--- src/rtl/sdcard_streamer_if.sv ---
// sdcard_streamer_if
// Client-side bundle for the sector streamer: the request channel, the
// 512-byte read stream, the 512-byte write stream and the status flags.
//   master : the request issuer / stream endpoint (bridge, DMA, bench)
//   slave  : the streamer itself
// Signals:
//   req_valid/req_ready/req_write/req_sector : sector request handshake
//   m_data/m_valid/m_ready                   : read byte stream out of the streamer
//   s_data/s_valid/s_ready                   : write byte stream into the streamer
//   done                                     : one-cycle completion pulse
//   timeout                                  : sticky busy-wait expiry flag
interface sdcard_streamer_if;
    logic        req_valid;
    logic        req_ready;
    logic        req_write;
    logic [31:0] req_sector;
    logic [7:0]  m_data;
    logic        m_valid;
    logic        m_ready;
    logic [7:0]  s_data;
    logic        s_valid;
    logic        s_ready;
    logic        done;
    logic        timeout;

    modport master (
        output req_valid, req_write, req_sector, m_ready, s_data, s_valid,
        input  req_ready, m_data, m_valid, s_ready, done, timeout
    );

    modport slave (
        input  req_valid, req_write, req_sector, m_ready, s_data, s_valid,
        output req_ready, m_data, m_valid, s_ready, done, timeout
    );
endinterface

--- src/rtl/sdcard_streamer.sv ---
// sdcard_streamer
// Converts whole-sector read/write requests into command sequences for the
// downstream sdcard block. Reads are delivered as a 512-byte valid/ready
// stream, writes are collected from a 512-byte valid/ready stream.
// Ports:
//   clk            : system clock (shared with sdcard)
//   rst            : asynchronous active-high reset (also resets sdcard)
//   bus            : sdcard_streamer_if.slave (request, streams, done, timeout)
//   sd_command_o   : command to sdcard (0 idle,1 read,2 advance,3 buf write,4 write)
//   sd_sector_o    : registered sector number for sdcard
//   sd_data_in_o   : write byte to sdcard (copy of the write stream data)
//   sd_data_out_i  : read byte from sdcard (forwarded to the read stream)
//   sd_busy_i      : sdcard busy flag
module sdcard_streamer #(
    parameter int unsigned TimeoutCycles = 50_000_000
) (
    input  logic               clk,
    input  logic               rst,
    sdcard_streamer_if.slave   bus,
    output logic [2:0]         sd_command_o,
    output logic [31:0]        sd_sector_o,
    output logic [7:0]         sd_data_in_o,
    input  logic [7:0]         sd_data_out_i,
    input  logic               sd_busy_i
);

    localparam logic [2:0] CmdIdle    = 3'd0;
    localparam logic [2:0] CmdRead    = 3'd1;
    localparam logic [2:0] CmdAdvance = 3'd2;
    localparam logic [2:0] CmdBufWr   = 3'd3;
    localparam logic [2:0] CmdWrite   = 3'd4;

    localparam logic [31:0] TimeoutLimit = 32'(TimeoutCycles);

    typedef enum logic [3:0] {
        Init,
        Idle,
        RdIssue,
        RdSettle,
        RdWait,
        RdStream,
        WrFill,
        WrIssue,
        WrSettle,
        WrWait,
        Done
    } state_t;

    state_t      state_q, state_d;
    logic [31:0] sector_q, sector_d;
    logic [8:0]  byte_count_q, byte_count_d;
    logic [31:0] wait_cnt_q, wait_cnt_d;
    logic        timeout_q, timeout_d;

    always_ff @(posedge clk or posedge rst) begin
        if (rst) begin
            state_q      <= Init;
            sector_q     <= '0;
            byte_count_q <= '0;
            wait_cnt_q   <= '0;
            timeout_q    <= 1'b0;
        end else begin
            state_q      <= state_d;
            sector_q     <= sector_d;
            byte_count_q <= byte_count_d;
            wait_cnt_q   <= wait_cnt_d;
            timeout_q    <= timeout_d;
        end
    end

    always_comb begin
        state_d      = state_q;
        sector_d     = sector_q;
        byte_count_d = byte_count_q;
        wait_cnt_d   = wait_cnt_q;
        timeout_d    = timeout_q;
        sd_command_o = CmdIdle;
        bus.req_ready = 1'b0;
        bus.m_valid   = 1'b0;
        bus.s_ready   = 1'b0;
        bus.done      = 1'b0;

        unique case (state_q)
            Init: begin
                // sdcard may still be initialising after reset
                if (!sd_busy_i) state_d = Idle;
            end
            Idle: begin
                bus.req_ready = 1'b1;
                if (bus.req_valid) begin
                    sector_d     = bus.req_sector;
                    byte_count_d = '0;
                    state_d      = bus.req_write ? WrFill : RdIssue;
                end
            end
            RdIssue: begin
                sd_command_o = CmdRead;
                state_d      = RdSettle;
            end
            RdSettle: begin
                // busy only rises the cycle after the command; skip a cycle
                // so the wait state never sees a stale low busy
                wait_cnt_d = '0;
                state_d    = RdWait;
            end
            RdWait: begin
                wait_cnt_d = wait_cnt_q + 32'd1;
                if (wait_cnt_d == TimeoutLimit) timeout_d = 1'b1;
                if (!sd_busy_i) state_d = RdStream;
            end
            RdStream: begin
                bus.m_valid = 1'b1;
                if (bus.m_ready) begin
                    // advancing moves sdcard's index, so the next byte
                    // appears on sd_data_out in the following cycle
                    sd_command_o = CmdAdvance;
                    byte_count_d = byte_count_q + 9'd1;
                    if (byte_count_q == 9'd511) state_d = Done;
                end
            end
            WrFill: begin
                bus.s_ready = 1'b1;
                if (bus.s_valid) begin
                    sd_command_o = CmdBufWr;
                    byte_count_d = byte_count_q + 9'd1;
                    if (byte_count_q == 9'd511) state_d = WrIssue;
                end
            end
            WrIssue: begin
                sd_command_o = CmdWrite;
                state_d      = WrSettle;
            end
            WrSettle: begin
                wait_cnt_d = '0;
                state_d    = WrWait;
            end
            WrWait: begin
                wait_cnt_d = wait_cnt_q + 32'd1;
                if (wait_cnt_d == TimeoutLimit) timeout_d = 1'b1;
                if (!sd_busy_i) state_d = Done;
            end
            Done: begin
                bus.done = 1'b1;
                state_d  = Idle;
            end
            default: state_d = Init;
        endcase
    end

    assign sd_sector_o  = sector_q;
    assign sd_data_in_o = bus.s_data;
    assign bus.m_data   = sd_data_out_i;
    assign bus.timeout  = timeout_q;

endmodule

--- src/flat_wrapper.sv ---
// flat-port wrapper written by rule: the top's interface ports become plain ports
module sdcard_streamer_flat 
#(
    parameter int unsigned TimeoutCycles = 50_000_000
)
  (clk, rst, sd_command_o, sd_sector_o, sd_data_in_o, sd_data_out_i, sd_busy_i, bus_req_valid, bus_req_write, bus_req_sector, bus_m_ready, bus_s_data, bus_s_valid, bus_req_ready, bus_m_data, bus_m_valid, bus_s_ready, bus_done, bus_timeout);
  sdcard_streamer_if bus_i ();
  input  logic clk;
  input  logic rst;
  output logic [2:0] sd_command_o;
  output logic [31:0] sd_sector_o;
  output logic [7:0] sd_data_in_o;
  input  logic [7:0] sd_data_out_i;
  input  logic sd_busy_i;
  input wire logic [$bits(bus_i.req_valid)-1:0] bus_req_valid;
  input wire logic [$bits(bus_i.req_write)-1:0] bus_req_write;
  input wire logic [$bits(bus_i.req_sector)-1:0] bus_req_sector;
  input wire logic [$bits(bus_i.m_ready)-1:0] bus_m_ready;
  input wire logic [$bits(bus_i.s_data)-1:0] bus_s_data;
  input wire logic [$bits(bus_i.s_valid)-1:0] bus_s_valid;
  output wire logic [$bits(bus_i.req_ready)-1:0] bus_req_ready;
  output wire logic [$bits(bus_i.m_data)-1:0] bus_m_data;
  output wire logic [$bits(bus_i.m_valid)-1:0] bus_m_valid;
  output wire logic [$bits(bus_i.s_ready)-1:0] bus_s_ready;
  output wire logic [$bits(bus_i.done)-1:0] bus_done;
  output wire logic [$bits(bus_i.timeout)-1:0] bus_timeout;
  assign bus_i.req_valid = bus_req_valid;
  assign bus_i.req_write = bus_req_write;
  assign bus_i.req_sector = bus_req_sector;
  assign bus_i.m_ready = bus_m_ready;
  assign bus_i.s_data = bus_s_data;
  assign bus_i.s_valid = bus_s_valid;
  assign bus_req_ready = bus_i.req_ready;
  assign bus_m_data = bus_i.m_data;
  assign bus_m_valid = bus_i.m_valid;
  assign bus_s_ready = bus_i.s_ready;
  assign bus_done = bus_i.done;
  assign bus_timeout = bus_i.timeout;
  sdcard_streamer #(.TimeoutCycles(TimeoutCycles)) u_core (.clk(clk), .rst(rst), .bus(bus_i), .sd_command_o(sd_command_o), .sd_sector_o(sd_sector_o), .sd_data_in_o(sd_data_in_o), .sd_data_out_i(sd_data_out_i), .sd_busy_i(sd_busy_i));
endmodule
--- config.mk ---
export PLATFORM = sky130hd
export DESIGN_NAME = sdcard_streamer_flat
export DESIGN_NICKNAME = d
export VERILOG_FILES = /design/src/rtl/sdcard_streamer_if.sv /design/src/rtl/sdcard_streamer.sv /design/src/flat_wrapper.sv
export SDC_FILE = /design/constraint.sdc
export NUM_CORES = 1
export LEC_CHECK = 0
export ABC_CLOCK_PERIOD_IN_PS = 2880
export BUFFER_PORTS_ARGS = -buffer_cell sky130_fd_sc_hd__buf_2
export CORE_MARGIN = 3
export CORE_UTILIZATION = 40
export CTS_BUF_LIST = sky130_fd_sc_hd__clkbuf_8
export CTS_CLUSTER_SIZE = 8
export DETAILED_ROUTE_END_ITERATION = 10
export REMOVE_ABC_BUFFERS = 1
export SLEW_MARGIN = 10
export SYNTH_ARGS = -nofsm -noshare
export SYNTH_HDL_FRONTEND = slang
export SYNTH_SLANG_ARGS = --single-unit
--- constraint.sdc ---
create_clock -name clk -period 2.88 [get_ports clk]
set_input_delay 0.576 -clock clk [delete_from_list [all_inputs] [get_ports clk]]
set_output_delay 0.576 -clock clk [all_outputs]
set_load 0.02 [all_outputs]
==> metrics.yaml, run 1 <==
run_status: "completed"
hold_ws_ns: 0.306
via_per_inst: 5.30
clk_latency_ns: 0.36
synth_xor_area_frac: 0.0360
drc_errors: 0
grt-ovfl-total: 0
cpMaxStageDelayCell: "nor4_2"
yosys-top-cells-area: "dfrtp_1 (45%), nand2_1 (12%), o21ai_0 (5.3%)"
cts_setup_buffers: 0
yosys.area_share.simple: 0.287
layout_commonest_cell: "nand2_1"
antenna_cells: 0
core-area_sq_mm: 0.0105
setup_viol: 0
muxShareOfSynthArea: 0.0160
antenna_found_initial: 0
drtIter0Drc: 316
skew_ns: 0.00767
drive_above_1_share: 0.218
cts_hold_buf: 0
dp_cells: 683
p_leak_nw: 2.45
arrival_ns: 2.81
gr-usage-all-layers: 0.176
path_buf_inv: 0
cpPeakStageDelay_ns: 0.60
synthDominantCellAreaShare: 0.445
vias: 3703
cts_tree: "done"
rsz0062_at_grt: "false"
cts.repair.resized: 0
hp-class: "input pin to async pin"
cts_max_level: 3
ys_seq_area_frac: 0.445
place_congestion: 0.854
netlist_area_sq_mm: 0.00438
synth_area_per_cell_sq_um: 8.66
fin_util: 0.469
grt_pass1_vias: 3435
ys_types: 58
die-height_um: 111
synth_seq_cells: 78
drt_pass1_iterations: 4
peakVddDrop_mv: 0.478
die_area_sq_mm: 0.0123
reg2reg_depth: 7
avgRoutedWirePerCell_um: 14.9
period_minus_slack_ns: 2.52
routed_wl_mm: 10.4
port_buffers: 78
ant_nets: 0
fill_cells: 1030
final-max-slew-violation-count: 0
grt_pass1_wl_mm: 17.8
path_max_fanout: 8
synth_ff_type: "dfrtp_1"
required_ns: 3.17
crit_path_end_kind: "flip-flop"
ios: 111
startpoint_type: "flip-flop"
crit_type: "flip-flop to flip-flop"
synth_top_family_by_area: "simple AND/OR/NAND/NOR gates"
layoutNonFillerInstCount: 699
path_clk_slew_ns: 0.08
yosysTopAreaCell: "dfrtp_1"
crit_family: "simple AND/OR/NAND/NOR gates"
cts-root-buf: "clkbuf_8"
grt_max_degree: 79
timing.final.crit_share: 0.875
finalHoldViolations: 0
tightest_slew_ns: 1.14
synth-adder-area-share: 0.00856
ys_warn_count: 0
cts_made_buffers: 9
dp_hpwl_mm: 7.18
synth_compound_area_frac: 0.132
dieWidth_um: 111
final_cell_mix: "nand2_1 (136), buf_2 (78), dfrtp_1 (78)"
start_util: 0.417
cts_sinks: 78
async_flop_share: 1.00
crit_chain: "ha_1 > nand3_1 > nor4_2 > and3_1 > nand4_1 > a211oi_1 > a41o_1"
tns_ns: 0
max_freq_mhz: 397
syn_inst: 506
syn_to_final_growth_pct: 12.5
synth_edf_count: 0
slew_headroom: 0.238
fin_total_pwr_w: 0.00413
p_per_area_mw_per_mm2: 837
cap_violations: 0
path_depth: 7
nNetsFinal: 616
cts_buffer_depth: 2
rows: 37
==> tightest hold or removal path: cells and delay by family <==
kind / cells / cell delay [ns]
buffers and inverters: 3 / 0.51
==> state kept, by name (all words and copies together), names as in the netlist <==
register,cells
u_core.bus.timeout,1
u_core.byte_count_q,9
u_core.sd_sector_o,32
u_core.state_q,4
u_core.wait_cnt_q,32
==> stage by stage <==
stage	instance area (sq um)	setup WS, ns
floorplan	4080	0.309
global placement	4710	0.507
detailed placement	4710	0.396
CTS	4930	0.361
global route	4930	0.127
finish	4930	0.359
==> per-layer routing <==
layer	vias up	wire (um)	global-route usage
met1	1737	4950	0.254
met4	2	114	0.0567
met2	122	4520	0.243
met3	10	787	0.0590
li1	1832	-	-
met5	-	58	0.0375
==> synth_stat cells, types with 4 or more instances <==
library cell	count
nand2_1	136
nor2_1	32
xor2_1	12
o21ai_0	46
mux2i_1	7
inv_1	6
buf_4	17
clkbuf_1	18
dfrtp_1	78
and3_1	7
nor3_1	7
nand4_1	8
nand2b_1	7
a31oi_1	6
nand3_1	17
a21oi_1	11
and4_1	4
xnor2_1	6
o22ai_1	4
and2_1	8
nor2b_1	5
o31ai_1	9
==> kinds of logic after synthesis <==
logic type | count (synthesis)
multiplexers | 7
AO/OA/AOI/OAI | 94
XOR/XNOR | 18
AND/OR/NAND/NOR | 255
buffers and inverters | 51
adder cells (fa/ha/maj) | 3
flip-flops | 78
==> final timing paths <==
path | from | endpoint | slack [ns]
min in group clk | bus_req_sector[4] | u_core.sd_sector_o[4] | 0.40
worst min-delay path | rst | u_core.sd_sector_o[30] | 0.31
worst max-delay path | u_core.wait_cnt_q[0] | u_core.bus.timeout | 0.36
max in group asynchronous | rst | u_core.wait_cnt_q[18] | 2.26
worst min register to register | u_core.sd_sector_o[6] | u_core.sd_sector_o[6] | 0.47
worst max register to register | u_core.wait_cnt_q[0] | u_core.bus.timeout | 0.36
==> area by class of cell <==
type                       instances  area [sq um]  share of cell area
multi-input combinational        377          2100               0.427
sequential                        78          1950               0.396
timing repair buffer              86           463              0.0938
tap                              136           170              0.0345
clock buffer                       9           124              0.0251
clock inverter                     7          97.6              0.0198
inverter                           6          22.5             0.00457
==> where the power goes <==
group / internal (W) / switching [W] / leakage [nW]
clock network: 0.000491 / 0.000428 / 0.111
logic: 0.000557 / 0.00107 / 1.31
registers: 0.00136 / 0.000217 / 1.03
Power figures use the tool's default switching activity.
==> run 2, diff against run 1 <==
--- a/config.mk
+++ b/config.mk
@@ -12,6 +12,7 @@
 export CTS_BUF_LIST = sky130_fd_sc_hd__clkbuf_8
 export CTS_CLUSTER_SIZE = 8
 export DETAILED_ROUTE_END_ITERATION = 10
+export PLACE_DENSITY = 0.65
 export REMOVE_ABC_BUFFERS = 1
 export SLEW_MARGIN = 10
 export SYNTH_ARGS = -nofsm -noshare
==> metrics.yaml, run 2 (same netlist as run 1, synthesis figures left out) <==
dieWidth_um: 111  # unchanged
drive_above_1_share: 0.219  # +0.000389
cap_violations: 0  # unchanged
cts_tree: "done"
timing.final.crit_share: 0.856  # -0.0197
cts-root-buf: "clkbuf_8"
die_area_sq_mm: 0.0123  # unchanged
drt_pass1_iterations: 4  # unchanged
port_buffers: 78  # unchanged
fill_cells: 1027  # -0.29%
grt-ovfl-total: 0  # unchanged
place_congestion: 0.798  # -6.5%
p_per_area_mw_per_mm2: 816  # -2.5%
gr-usage-all-layers: 0.174  # -0.00193
grt_max_degree: 79  # unchanged
peakVddDrop_mv: 0.430  # -9.9%
drc_errors: 0  # unchanged
max_freq_mhz: 406  # +2.3%
core-area_sq_mm: 0.0105  # unchanged
cts_buffer_depth: 2  # unchanged
grt_pass1_vias: 3561  # +3.7%
tns_ns: 0  # unchanged
antenna_found_initial: 0  # unchanged
hp-class: "input pin to async pin"
required_ns: 3.17  # about the same
via_per_inst: 5.30  # about the same
ios: 111  # unchanged
slew_headroom: 0.257  # +0.0186
rsz0062_at_grt: "false"
crit_type: "flip-flop to flip-flop"
setup_viol: 0  # unchanged
clk_latency_ns: 0.36  # about the same
crit_chain: "ha_1 > nand3_1 > nor4_2 > and3_1 > nand4_1 > a211oi_1 > a41o_1"
cpPeakStageDelay_ns: 0.60  # about the same
cts_made_buffers: 9  # unchanged
tightest_slew_ns: 1.11  # -0.0279 ns
period_minus_slack_ns: 2.46  # -0.0566 ns
routed_wl_mm: 10.3  # -1.1%
crit_path_end_kind: "flip-flop"
cts_setup_buffers: 0  # unchanged
crit_family: "simple AND/OR/NAND/NOR gates"
skew_ns: 0.0121  # +0.00444 ns
layoutNonFillerInstCount: 698  # -0.14%
dp_cells: 682  # -0.15%
drtIter0Drc: 232  # -27%
antenna_cells: 0  # unchanged
path_buf_inv: 0  # unchanged
multi_input_area_sq_mm: 0.00210  # unchanged
ant_nets: 0  # unchanged
final_cell_mix: "nand2_1 (136), buf_2 (78), dfrtp_1 (78)"
grt_pass1_wl_mm: 17.7  # -0.74%
path_max_fanout: 7  # -1
die-height_um: 111  # unchanged
vias: 3699  # -0.11%
avgRoutedWirePerCell_um: 14.8  # -0.92%
rows: 37  # unchanged
regArea_sq_mm: 0.00195  # unchanged
finalHoldViolations: 0  # unchanged
cts_hold_buf: 0  # unchanged
cts_sinks: 78  # unchanged
startpoint_type: "flip-flop"
nNetsFinal: 615  # -0.16%
cts_max_level: 3  # unchanged
path_clk_slew_ns: 0.09  # about the same
cts.repair.resized: 0  # unchanged
p_leak_nw: 2.42  # -1.1%
syn_to_final_growth_pct: 11.5
run_status: "completed"
dp_hpwl_mm: 7.22  # +0.58%
cpMaxStageDelayCell: "nor4_2"
arrival_ns: 2.76  # -0.05 ns
start_util: 0.417  # unchanged
layout_commonest_cell: "nand2_1"
final-max-slew-violation-count: 0  # unchanged
run 2: cell count changes in the layout (fill, tap and decap cells not counted):
cell / previous run / this run
bufinv_16: 2 / 0
clkinv_2: 0 / 1
clkbuf_8: 9 / 10
inv_1: 6 / 5
clkinvlp_4: 1 / 2
buf_4: 7 / 6
run 2: cell type report:
type / instances / share of cell area
Sequential cell: 78 / 0.399
Inverter: 6 / 0.00461
Clock inverter: 6 / 0.00947
Multi-Input combinational cell: 377 / 0.431
Clock buffer: 10 / 0.0282
Timing Repair Buffer: 85 / 0.0932
Tap cell: 136 / 0.0348
run 2: final timing paths:
check / slack, ns / endpoint / depth (start not counted) / start
setup / recovery: 0.42 / u_core.bus.timeout / 7 / u_core.wait_cnt_q[1]
hold / removal: 0.30 / u_core.state_q[2] / 3 / rst
setup reg to reg: 0.42 / u_core.bus.timeout / 7 / u_core.wait_cnt_q[1]
hold reg to reg: 0.47 / u_core.sd_sector_o[16] / 2 / u_core.sd_sector_o[16]
max in group asynchronous: 2.27 / u_core.sd_sector_o[0] / 3 / rst
min in group clk: 0.40 / u_core.sd_sector_o[14] / 3 / bus_req_sector[14]
run 2: metrics by stage:
stage	power [W]	cell area (sq um)	setup WS, ns	util	hold WS [ns]
final	0.00399	4890	0.416	0.465	0.299
after global routing	0.00429	4890	0.176	0.465	0.340
after CTS	0.00404	4890	0.409	0.465	0.308
after detailed placement	0.00326	4700	0.429	0.448	0.458
after global placement	0.00321	4700	0.510	0.448	0.454
after floorplan	0.00265	4080	0.309	-	0.457
run 2: power by group:
part           leakage (nW)  total (W)  internal (W)  switching [W]
sequential             1.03    0.00158       0.00136       0.000220
clock                0.0889   0.000771      0.000341       0.000431
combinational          1.30    0.00164      0.000550        0.00109
run 2: layer usage:
metal	vias up	routed length [um]	GRT usage
met5	-	72	0.0458
met4	2	122	0.0640
met3	13	691	0.0519
met2	95	4890	0.272
met1	1761	4540	0.224
li1	1828	-	-
run 2: worst reg2reg max path: stages, from the launching register on:
cell and delay (ns):
dfrtp_1 0.47, ha_1 0.27, nand3_1 0.20, nor4_2 0.60
and3_1 0.31, nand4_1 0.10, a211oi_1 0.26, a41o_1 0.18
==> run 3, diff against run 2 <==
--- a/config.mk
+++ b/config.mk
@@ -8,11 +8,11 @@
 export ABC_CLOCK_PERIOD_IN_PS = 2880
 export BUFFER_PORTS_ARGS = -buffer_cell sky130_fd_sc_hd__buf_2
 export CORE_MARGIN = 3
-export CORE_UTILIZATION = 40
+export CORE_UTILIZATION = 55
 export CTS_BUF_LIST = sky130_fd_sc_hd__clkbuf_8
 export CTS_CLUSTER_SIZE = 8
 export DETAILED_ROUTE_END_ITERATION = 10
-export PLACE_DENSITY = 0.65
+export PLACE_DENSITY = 0.84
 export REMOVE_ABC_BUFFERS = 1
 export SLEW_MARGIN = 10
 export SYNTH_ARGS = -nofsm -noshare
==> metrics.yaml, run 3 (same netlist as run 1, synthesis figures left out) <==
run_status: "completed"
die_area_sq_mm: 0.00908  # -26%
crit_type: "flip-flop to flip-flop"
gr-usage-all-layers: 0.251  # +0.0770
finalHoldViolations: 0  # unchanged
antenna_cells: 0  # unchanged
dieWidth_um: 95.3  # -14%
timing.final.crit_share: 0.880  # +0.0241
cts_setup_buffers: 0  # unchanged
reg2reg_depth: 7  # unchanged
cts_max_level: 3  # unchanged
cap_violations: 0  # unchanged
ant_nets: 0  # unchanged
skew_ns: 0.0111  # -0.00103 ns
cts_made_buffers: 9  # unchanged
dp_hpwl_mm: 7.72  # +7.0%
cts_buffer_depth: 2  # unchanged
cpMaxStageDelayCell: "nor4_2"
layout_commonest_cell: "nand2_1"
ios: 111  # unchanged
startpoint_type: "flip-flop"
cts.repair.resized: 0  # unchanged
p_leak_nw: 2.44  # +0.54%
rows: 31  # -16%
core-area_sq_mm: 0.00749  # -29%
crit_chain: "ha_1 > nand3_1 > nor4_2 > and3_1 > nand4_1 > a211oi_1 > a41o_1"
port_buffers: 78  # unchanged
max_freq_mhz: 395  # -2.7%
cts_hold_buf: 0  # unchanged
syn_to_final_growth_pct: 11.0
peakVddDrop_mv: 0.618  # +44%
crit_path_end_kind: "flip-flop"
via_per_inst: 5.81  # +9.6%
setup_viol: 0  # unchanged
hold_ws_ns: 0.168  # -0.131 ns
reg2reg_to: "u_core.bus.timeout"
timing.rr.start: "u_core.wait_cnt_q[0]"
p_per_area_mw_per_mm2: 832  # +1.9%
worst-r2r-setup-slack_ns: 0.35  # -0.07 ns
antenna_found_initial: 0  # unchanged
hp-class: "input pin to async pin"
grt_pass1_wl_mm: 17.7  # about the same
path_max_fanout: 8  # +1
arrival_ns: 2.83  # +0.07 ns
drtIter0Drc: 277  # +19%
avgRoutedWirePerCell_um: 16.1  # +9.0%
fin_util: 0.650  # +0.185
tightest_slew_ns: 1.11  # -0.00492 ns
period_minus_slack_ns: 2.53  # +0.0694 ns
slew_headroom: 0.260  # +0.00328
grt_max_degree: 42  # -47%
cts_sinks: 78  # unchanged
layoutNonFillerInstCount: 662  # -5.2%
grt_pass1_vias: 3622  # +1.7%
path_clk_slew_ns: 0.09  # about the same
cts_tree: "done"
required_ns: 3.17  # about the same
fill_cells: 587  # -43%
routed_wl_mm: 10.7  # +3.4%
drt_pass1_iterations: 5  # +1
fin_total_pwr_w: 0.00405  # +1.4%
dp_cells: 646  # -5.3%
place_congestion: 0.895  # +12%
clk_latency_ns: 0.35  # about the same
nNetsFinal: 616  # +0.16%
path_buf_inv: 0  # unchanged
grt-ovfl-total: 0  # unchanged
vias: 3846  # +4.0%
final-max-slew-violation-count: 0  # unchanged
cts-root-buf: "clkbuf_8"
tns_ns: 0  # unchanged
start_util: 0.586  # +0.168
die-height_um: 95.3  # -14%
final_cell_mix: "nand2_1 (136), buf_2 (78), dfrtp_1 (78)"
drive_above_1_share: 0.218  # -0.000389
rsz0062_at_grt: "false"
cpPeakStageDelay_ns: 0.64  # +0.04 ns
drc_errors: 0  # unchanged
crit_family: "simple AND/OR/NAND/NOR gates"
run 3: worst register-to-register path: cells and delay by family (launching register included):
family	cells	cell delay [ns]
DFF	1	0.47
AOI/OAI and AO/OA	2	0.45
and+or+nand+nor	4	1.30
adders and majority gates	1	0.26
run 3: area by class of cell:
class,count,area [sq um],share of cell area
well taps,99,124,0.0255
inverters,6,22.5,0.00463
clock inverters,7,75.1,0.0154
multi-input cells,377,2100,0.433
clock buffers,9,124,0.0255
repair buffers,86,463,0.0952
flip-flops and latches,78,1950,0.401
run 3: routing by layer:
metal	GRT usage	vias up	part of all wire
met2	0.394	151	0.47
met3	0.0908	19	0.084
li1	-	1835	-
met1	0.320	1839	0.43
met4	0.0757	2	0.013
met5	0.0536	-	0.0057
run 3: stage by stage:
step                setup slack [ns]  instance area (sq um)
finish                         0.346                   4860
global route                   0.172                   4860
CTS                            0.386                   4860
detailed placement             0.399                   4670
global placement               0.504                   4670
floorplan                      0.309                   4080
run 3: how the worst max path moves through the flow:
stage,from,to,slack (ns),depth (start not counted)
4_1_cts,u_core.wait_cnt_q[0],u_core.bus.timeout,0.39,7
2_1_floorplan,rst,u_core.bus.timeout,0.31,1
5_1_grt,u_core.wait_cnt_q[0],u_core.bus.timeout,0.17,7
6_report,u_core.wait_cnt_q[0],u_core.bus.timeout,0.35,7
3_5_place_dp,u_core.wait_cnt_q[0],u_core.bus.timeout,0.40,7
3_3_place_gp,u_core.wait_cnt_q[0],u_core.bus.timeout,0.50,7
run 3: power by group:
group / switching [W] / leakage [nW] / internal, W
sequential: 0.000221 / 1.03 / 0.00136
combinational: 0.00109 / 1.31 / 0.000550
clock: 0.000424 / 0.0972 / 0.000403
total: 0.00173 / 2.44 / 0.00232
